## src/rtl/fifo_rd_framer.sv

```systemverilog
// Read-side FIFO consumer: pops words into a 2-entry skid buffer and presents them
// as a valid/ready stream, tagging every PKT_LEN-th accepted beat as last.
module fifo_rd_framer #(
  parameter int DSIZE   = 8,
  parameter int PKT_LEN = 4,
  parameter int CW      = 16
) (
  input  logic             rclk,
  input  logic             rrst_n,
  input  logic [DSIZE-1:0] fifo_rdata,
  input  logic             fifo_rempty,
  output logic             fifo_rinc,
  output logic [DSIZE-1:0] out_data,
  output logic             out_valid,
  output logic             out_last,
  input  logic             out_ready,
  output logic [CW-1:0]    frame_cnt
);

  localparam int BW = (PKT_LEN > 1) ? $clog2(PKT_LEN) : 1;
  localparam logic [BW-1:0] LAST_BEAT = BW'(PKT_LEN - 1);

  typedef enum logic {HOLD, RUN} state_t;

  state_t           state;
  logic [1:0]       cnt;
  logic [DSIZE-1:0] slot0;
  logic [DSIZE-1:0] slot1;
  logic [BW-1:0]    beat_cnt;
  logic             push;
  logic             pop;

  // Pop decision looks only at registered occupancy, so out_ready never reaches fifo_rinc.
  assign fifo_rinc = (state == RUN) && !fifo_rempty && (cnt < 2'd2);
  assign push      = fifo_rinc;
  assign pop       = out_valid && out_ready;
  assign out_valid = (cnt != 2'd0);
  assign out_data  = slot0;
  assign out_last  = out_valid && (beat_cnt == LAST_BEAT);

  always_ff @(posedge rclk or negedge rrst_n) begin
    if (!rrst_n) begin
      state     <= HOLD;
      cnt       <= 2'd0;
      slot0     <= '0;
      slot1     <= '0;
      beat_cnt  <= '0;
      frame_cnt <= '0;
    end else begin
      if (state == HOLD) state <= RUN;

      case ({push, pop})
        2'b10: begin
          if (cnt == 2'd0) slot0 <= fifo_rdata;
          else             slot1 <= fifo_rdata;
          cnt <= cnt + 2'd1;
        end
        2'b01: begin
          slot0 <= slot1;
          cnt   <= cnt - 2'd1;
        end
        // Simultaneous push/pop only happens with cnt=1: the new word replaces the head.
        2'b11:   slot0 <= fifo_rdata;
        default: ;
      endcase

      if (pop) begin
        if (beat_cnt == LAST_BEAT) begin
          beat_cnt  <= '0;
          frame_cnt <= frame_cnt + CW'(1);
        end else begin
          beat_cnt  <= beat_cnt + BW'(1);
        end
      end
    end
  end

endmodule

```

## config.mk

```make
export PLATFORM = sky130hd
export DESIGN_NAME = fifo_rd_framer
export DESIGN_NICKNAME = d
export VERILOG_FILES = /design/src/rtl/fifo_rd_framer.sv
export SDC_FILE = /design/constraint.sdc
export NUM_CORES = 1
export LEC_CHECK = 0
export ABC_CLOCK_PERIOD_IN_PS = 2290
export BUFFER_PORTS_ARGS = -buffer_cell sky130_fd_sc_hd__clkbuf_2
export CAP_MARGIN = 20
export CELL_PAD_IN_SITES_DETAIL_PLACEMENT = 0
export CELL_PAD_IN_SITES_GLOBAL_PLACEMENT = 1
export CORE_MARGIN = 5
export CORE_UTILIZATION = 39
export CTS_BUF_LIST = sky130_fd_sc_hd__clkbuf_16
export DETAILED_ROUTE_END_ITERATION = 6
export PLACE_DENSITY = 0.86
export SLEW_MARGIN = 20
export SYNTH_ARGS = -nofsm -noshare
export SYNTH_HDL_FRONTEND = slang
export SYNTH_SLANG_ARGS = --single-unit
```

## constraint.sdc

```tcl
create_clock -name rclk -period 2.29 [get_ports rclk]
set_input_delay 0.229 -clock rclk [delete_from_list [all_inputs] [get_ports rclk]]
set_output_delay 0.229 -clock rclk [all_outputs]
set_load 0.02 [all_outputs]
```

---- Word level (Yosys, flattened, before mapping) ----
Index checks and enable logic that the tools add are counted.
word-level totals
  bits in registers ....................... 37
  latch bits .............................. 0
  bits in writable memories ............... 0
  bits in read-only memories .............. 0
  input bits .............................. 12
  output and inout port bits .............. 27
  word-level logic and storage cells ...... 33
  memories ................................ 0
operators by class
  add/sub/neg operators ................... 4
  multipliers ............................. 0
  divide/modulo/power cells ............... 0
  $lt $le $gt $ge ......................... 1
  equal/unequal tests ..................... 5
  shifts and indexed selects .............. 0
  mux-type cells .......................... 4
  bitwise operators ....................... 1
  reduce and logical (&&, ||, !) cells .... 12
operator list
  kind                   number
  $pmux 8 s3             1
  $add 16x1->16 const B  1
  $mux 8                 1
  $eq 2x2->1 const B     3
  $reduce_and 2->1       3
  $add 2x1->2 const B    2
  $logic_and 1x1->1      4
  $pmux 2 s2             1
  $reduce_bool 2->1      2
  $reduce_bool 3->1      1
  $eq 2x1->1 const B     1
  $logic_not 2->1        1
  $lt 2x2->1 const B     1
  $mux 2                 1
  $ne 2x2->1 const B     1
  $sub 2x1->2 const B    1
  $logic_not 1->1        1
  $not 1->1              1

---- Logic depth before layout (Yosys ltp) ----
Gate-level depths: netlist of the first run.
  depth in word-level cells ............... 6
  depth in mapped cells ................... 9
  depth with buffers taken out ............ 7

---- Worst setup path before layout of the first run ----
No wires, ideal clock.
  path type ............................... reg-to-reg
  from .................................... register cnt[1]
  to ...................................... register slot1[0]
  setup time .............................. 125 ps
  arrival ................................. 1693 ps
  data required time ...................... 2165 ps
  slack ................................... 472 ps
  stages on the path, launching flop included .. 6
  buffers on the path ..................... 0
  period minus slack after synthesis ...... 1818 ps
  cell sequence ........................... dfrtp_1 -> or3b_2 -> inv_1 -> ha_1 -> nand2_1 -> mux2_2
on the way
  cells in the longest elaborated chain, start to end .. 4
  elaborated cells between the ends (all ways) .. 8
  those cells by class .................... order compare (1); eq/ne (1); bitwise (1); reduce/logical (5)
ends and longest elaborated chain
  item                               line  text
  start, declared                    26    logic [1:0] cnt;
  start signal, assigned             56    cnt <= cnt + 2'd1;
  start signal, assigned             60    cnt <= cnt - 2'd1;
  $lt 2x2->1                         34    assign fifo_rinc = (state == RUN) && !fifo_rempty && (cnt < 2'd2);
  $logic_and 1x1->1                  34
  net fifo_rinc                      12    output logic fifo_rinc,
  $eq 2x2->1                         52    case ({push, pop})
  $reduce_and 2->1 (no source line)  --
  end signal, assigned               55    else slot1 <= fifo_rdata;
  end, declared                      28    logic [DSIZE-1:0] slot1;
The timed path passes the listed nets, and every way through them passes these cells.
A chain may end at the register's enable or synchronous reset.

---- Worst setup path in the final report of the first run ----
  from .................................... register cnt[1]
  to ...................................... register slot1[7]
on the way
  cells in the longest elaborated chain, start to end .. 4
  elaborated cells between the ends (all ways) .. 8
  those cells by class .................... order compare (1); eq/ne (1); bitwise (1); reduce/logical (5)
ends and longest elaborated chain
  item                                                    line
  $lt 2x2->1 / $reduce_bool 2->1 (equally long branches)  34, 37
  $logic_and 1x1->1 (on tied branches)                    34, 36
  $eq 2x2->1                                              52
  $reduce_and 2->1 (no source line) (*)                   --
Every way passes the cells marked *; elsewhere a longest branch is shown, timed or not.

==> flow_metrics.tcl, run 1 <==
set metrics [dict create \
    power_density_mw_per_mm2 1140 \
    postSynthAreaPerCell_um2 11.8 \
    ir_drop_mv 0.389 \
    ys_seq_elements 37 \
    die-area_mm2 0.00577 \
    layout_commonest_cell "clkbuf_2" \
    hold_slack_ns 0.0820 \
    critPathMaxStageDelay_ns 0.51 \
    ys_warn_count 0 \
    insertion_delay_ns 0.27 \
    clkTransAtPathRegs_ns 0.05 \
    rows 24 \
    pre_cts_slack_ns 0.403 \
    cts_made_buffers 5 \
    cts_hold_repair.buffers 0 \
    grt_pass1_wl_um 5550 \
    syn-instance-count 144 \
    dr.pass1.iters 4 \
    layout_common_cells "38 x clkbuf_2, 37 x dfrtp_1, 19 x nand2_1" \
    grt.total_usage_pct 12.3 \
    cp_data_arrival_time_ns 2.01 \
    async_reset_ff_share_pct 100 \
    coreArea_mm2 0.00429 \
    fmax_mhz 538 \
    gr-total-overflow 0 \
    fin_crit_ns 1.86 \
    viasPerCell 4.64 \
    route.detailed.drc 0 \
    die_w_um 76.0 \
    route.antenna.remaining_nets 0 \
    clockBufferDepth 2 \
    antenna_cells 0 \
    setup_tns_ns 0 \
    cp_slowest_cell "or3b_2" \
    fp.dieH_um 76.0 \
    use_met1_pct 14.3 \
    synth_area_mm2 0.00170 \
    dpl.hpwl_um 2310 \
    fill_cells 414 \
    fin_crit_sh_pct 81.1 \
    ys_seq_area_share_pct 54.5 \
    h-tree-depth 2 \
    end_kind "register" \
    synth-edff-count 0 \
    clock-root-buffer "clkbuf_16" \
    worstPathCellList "or3b_2 -> inv_1 -> ha_1 -> nand2_1 -> mux2_2" \
    grt_pass1_vias 1156 \
    grt_start_max_net_pins 38 \
    synth_cell_type_count 33 \
    cp-startpoint "cnt[1]" \
    hp-class "in -> async" \
    outcome "completed" \
    grt_use_met3_pct 4.37 \
    crit_required_ns 2.45 \
    cap_viol_max_count 0 \
    numPortBuffers 38 \
    cts_setup_buffers 0 \
    setup_ws_ns 0.433 \
    drtIter0Drc 35 \
    synthToLayoutAreaGrowth_pct 21.4 \
    cts_tree "done" \
    timing.rr.start "cnt[1]" \
    antenna_found_initial 0 \
    wl_per_cell_um 13.2 \
    setup_violations 0 \
    leakage_nw 1.05 \
    rsz0062_at_grt "no" \
    routabilityCongestion 0.720 \
    slew_headroom_pct 39.2 \
    skew_ns 0.00405 \
    tightest_slew_ns 0.912 \
    hold_violations 0 \
    vias 1105 \
    total_power_mw 2.35 \
    syn-num-nets 160 \
    final_net_count 202 \
    met2_usage_pct 19.6 \
    setup.worst_path.start_class "register" \
    drt_wl_total_um 3150 \
    synthFlopType "dfrtp_1" \
    grt_busiest_layer "met2" \
    io_pins 39 \
    cp_max_fo 8 \
    drive_gt1_share_pct 33.9 \
    clock-sinks 37 \
    crit_type "reg -> reg" \
    slew_violations 0 \
    cts_resized 0 \
    start_util_pct 39.5 \
]
-- critical path: cells and delay by family, from the launching register on --
family | cells | cell delay (ns)
flip-flops | 1 | 0.42
AND/OR/NAND/NOR | 2 | 0.73
buffers and inverters | 1 | 0.10
adder cells (fa/ha/maj) | 1 | 0.14
multiplexers | 1 | 0.35
-- layout make-up --
cell class              instances  area (µm²)  share of cell area, %
well taps                      52        65.1                   3.16
multi-input cells              98         721                   35.0
flip-flops and latches         37         926                   44.9
repair buffers                 39         198                   9.59
clock inverters                 2        7.51                  0.364
clock buffers                   5         125                   6.07
inverters                       5        18.8                  0.911
-- power by group --
| group | internal, mW | switching, mW | leakage (nW) |
|---|---|---|---|
| Sequential | 0.861 | 0.141 | 0.464 |
| Combinational | 0.314 | 0.419 | 0.520 |
| Clock | 0.388 | 0.226 | 0.0685 |
-- Yosys cell counts (2+ instances only) --
master | n | area, µm²
nor3_1 | 5 | 25.0
o21ai_0 | 8 | 40.0
nand2_1 | 19 | 71.3
nand3_1 | 3 | 15.0
ha_1 | 4 | 50.1
xor2_1 | 11 | 96.3
xnor2_1 | 7 | 61.3
dfrtp_1 | 37 | 926
mux2i_1 | 8 | 80.1
buf_6 | 2 | 22.5
nor2_1 | 6 | 22.5
mux2_2 | 8 | 90.1
or2_2 | 2 | 12.5
buf_2 | 2 | 10.0
inv_1 | 4 | 15.0
-- flip-flops by register name, indices dropped and copies added (netlist names) --
name / flops
cnt: 2
beat_cnt: 2
slot1: 8
frame_cnt: 16
out_data: 8
state: 1
-- layer usage --
layer	vias up	part of all wire (%)
met4	0	2.5
met2	17	52
li1	562	-
met5	-	0
met1	521	41
met3	5	3.8
-- per-stage QoR --
step / utilization (%) / cell area (µm²) / std cells
after floorplan: - / 1700 / 144
after global placement: 44.9 / 1930 / 231
after detailed placement: 44.9 / 1930 / 231
after CTS: 48.0 / 2060 / 238
after global routing: 48.0 / 2060 / 238
final: 48.0 / 2060 / 238
-- logic make-up after synthesis --
group / synth area share, %
AND/OR/NAND/NOR: 15.8
flip-flops: 54.5
XOR/XNOR: 9.29
multiplexers: 10.7
AO/OA/AOI/OAI: 3.54
buffers and inverters: 3.02
adder cells (fa/ha/maj): 2.95
other: 0.221
-- worst paths after layout --
| path | end | slack [ns] | cells after the start |
|---|---|---|---|
| worst max-delay path | slot1[7] | 0.43 | 5 |
| worst min-delay path | slot1[5] | 0.08 | 1 |
| worst max register to register | slot1[7] | 0.43 | 5 |
| worst min register to register | frame_cnt[15] | 0.46 | 1 |
| max in group asynchronous | frame_cnt[7] | 1.64 | 1 |
| min in group rclk | slot1[5] | 0.20 | 2 |
Note: power is estimated with default switching activity, not from simulation.
==> run 2: changes to the inputs <==
Settings changed: ABC_CLOCK_PERIOD_IN_PS 2290 to 1800.
Clock period 2.29 ns to 1.8 ns, I/O delays scaled along.
==> run 2 against run 1 <==
Clock power is 59% higher. Global-route usage is 0.20 points higher. Setup slack worse by 0.31 ns. Final cell count is 3.8% higher. Maximum frequency is 11% higher. Routed wire length is 2.2% higher. Worst hold slack better by 0.066 ns. Via count is 4.8% higher. Sequential share of layout area is 2.4 points lower. Power is 39% higher. Critical path depth stayed put. Die area stayed put.
==> flow_metrics.tcl, run 2 (synthesis gave the netlist of run 1 again) <==
set metrics [dict create \
    outcome "completed" \
    dr.pass1.iters 4 \
    wl_met2_um 1510 \
    pre_cts_slack_ns 0.0266 \
    setup_violations 0 \
    wl_per_cell_um 13.0 \
    largest_reg_flops 16 \
    rsz0062_at_grt "no" \
    switching_share_pct 32.6 \
    fill_cells 386 \
    setup_ws_ns 0.124 \
    drt_wl_total_um 3220 \
    clkTransAtPathRegs_ns 0.06 \
    multi_input_area_um2 726 \
    cp_max_fo 8 \
    p_comb_share_pct 31.7 \
    gr-total-overflow 0 \
    layout_common_cells "38 x clkbuf_2, 37 x dfrtp_1, 18 x nand2_1" \
    cap_viol_max_count 0 \
    route.detailed.drc 0 \
    crit_required_ns 1.96 \
    leakage_nw 1.10 \
    grt_pass1_wl_um 5760 \
    cp_data_arrival_time_ns 1.83 \
    highest_layer "met4" \
    wl_met3_um 176 \
    vias 1158 \
    antenna_cells 0 \
    largest-register "frame_cnt" \
    die_w_um 76.0 \
    skew_ns 0.00608 \
    grt_start_max_net_pins 21 \
    drive_gt1_share_pct 38.5 \
    io_pins 39 \
    numPortBuffers 38 \
    slew_violations 0 \
    rows 24 \
    clock-sinks 37 \
    insertion_delay_ns 0.28 \
    h-tree-depth 2 \
    worstPathCellList "or3b_2 -> inv_2 -> ha_1 -> nand2_2 -> mux2_2" \
    antenna_found_initial 0 \
    power_density_mw_per_mm2 1500 \
    layout_commonest_cell "clkbuf_2" \
    fin_crit_ns 1.68 \
    fp.dieH_um 76.0 \
    cts_made_buffers 5 \
    crit_type "reg -> reg" \
    hold_violations 0 \
    p_seq_share_pct 38.4 \
    grt_pass1_vias 1159 \
    regArea_um2 926 \
    fin_crit_sh_pct 93.1 \
    tightest_slew_ns 0.499 \
    post-route-util_pct 50.6 \
    fmax_mhz 597 \
    p_int_mw 2.20 \
    setup.worst_path.start_class "register" \
    grt.total_usage_pct 12.5 \
    stdcell_count 247 \
    synthToLayoutAreaGrowth_pct 28.1 \
    routabilityCongestion 0.797 \
    cts_tree "done" \
    final_net_count 210 \
    clock-root-buffer "clkbuf_16" \
    start_util_pct 39.5 \
    slew_headroom_pct 66.3 \
    p_clk_share_pct 29.9 \
    p_switching_mw 1.06 \
    critPathMaxStageDelay_ns 0.50 \
    end_kind "register" \
    dpl.hpwl_um 2380 \
    drtIter0Drc 51 \
    die-area_mm2 0.00577 \
    wl_met1_um 1470 \
    route.antenna.remaining_nets 0 \
    setup_tns_ns 0 \
    ir_drop_mv 0.715 \
    dp_cells 235 \
    viasPerCell 4.69 \
    coreArea_mm2 0.00429 \
    hp-class "in -> reg" \
    clockBufferDepth 2 \
    cp_slowest_cell "or3b_2" \
]
-- run 2: changes by cell type in the layout (fill, tap and decap cells not counted), sizes merged --
cell,delta
buf,+7
bufinv,+1
clkinvlp,+1
dlygate4sd3,+1
inv,-1
-- run 2: what timing repair did --
| action | CTS | global route |
|---|---|---|
| setup endpoints to repair | 0 | 10 |
| resized for setup | 0 | 2 |
| hold endpoints to repair | 17 | 0 |
| buffers inserted | 0 | 3 |
| hold buffers | 1 | 0 |
-- run 2: worst max-delay path, delay by kind of cell, from the launching register on --
family / cells / cell delay (ns)
AND/OR/NAND/NOR: 2 / 0.63
flip-flops: 1 / 0.38
multiplexers: 1 / 0.31
adder cells (fa/ha/maj): 1 / 0.15
buffers and inverters: 1 / 0.08
-- run 2: layout make-up --
cell class | count | area share (%)
Sequential cell | 37 | 42.6
Multi-Input combinational cell | 98 | 33.4
Timing Repair Buffer | 47 | 12.5
Clock buffer | 5 | 5.75
Tap cell | 52 | 2.99
Clock inverter | 3 | 1.90
Inverter | 5 | 0.863
-- run 2: metal layers --
layer	GRT usage (%)	vias up
met4	6.94	0
met2	18.3	30
met3	3.55	5
met5	0	-
li1	-	580
met1	16.4	543
-- run 2: final timing paths --
path,startpoint,to,slack (ns),cells past startpoint
worst min register to register,frame_cnt[15],frame_cnt[15],0.47,1
max in group asynchronous,rrst_n,frame_cnt[14],0.93,3
worst min-delay path,fifo_rdata[5],slot1[5],0.15,2
worst max register to register,cnt[1],slot1[0],0.12,5
worst max-delay path,cnt[1],slot1[0],0.12,5
min in group asynchronous,rrst_n,slot1[4],0.40,2
-- run 2: through the flow --
step,hold WS (ns),power [mW],area (µm²)
2_1_floorplan,-0.116,1.96,1700
3_3_place_gp,0.157,2.24,1970
3_5_place_dp,0.166,2.27,1970
4_1_cts,0.145,3.26,2150
5_1_grt,0.154,3.48,2170
6_report,0.147,3.26,2170
-- run 2: power groups by stage --
stage	registers, mW	logic (mW)	clock network [mW]
global placement	1.25	0.990	0
floorplan	1.40	0.556	0
detailed placement	1.27	1.01	0
global route	1.29	1.16	1.03
CTS	1.25	1.02	0.993
finish	1.25	1.03	0.975
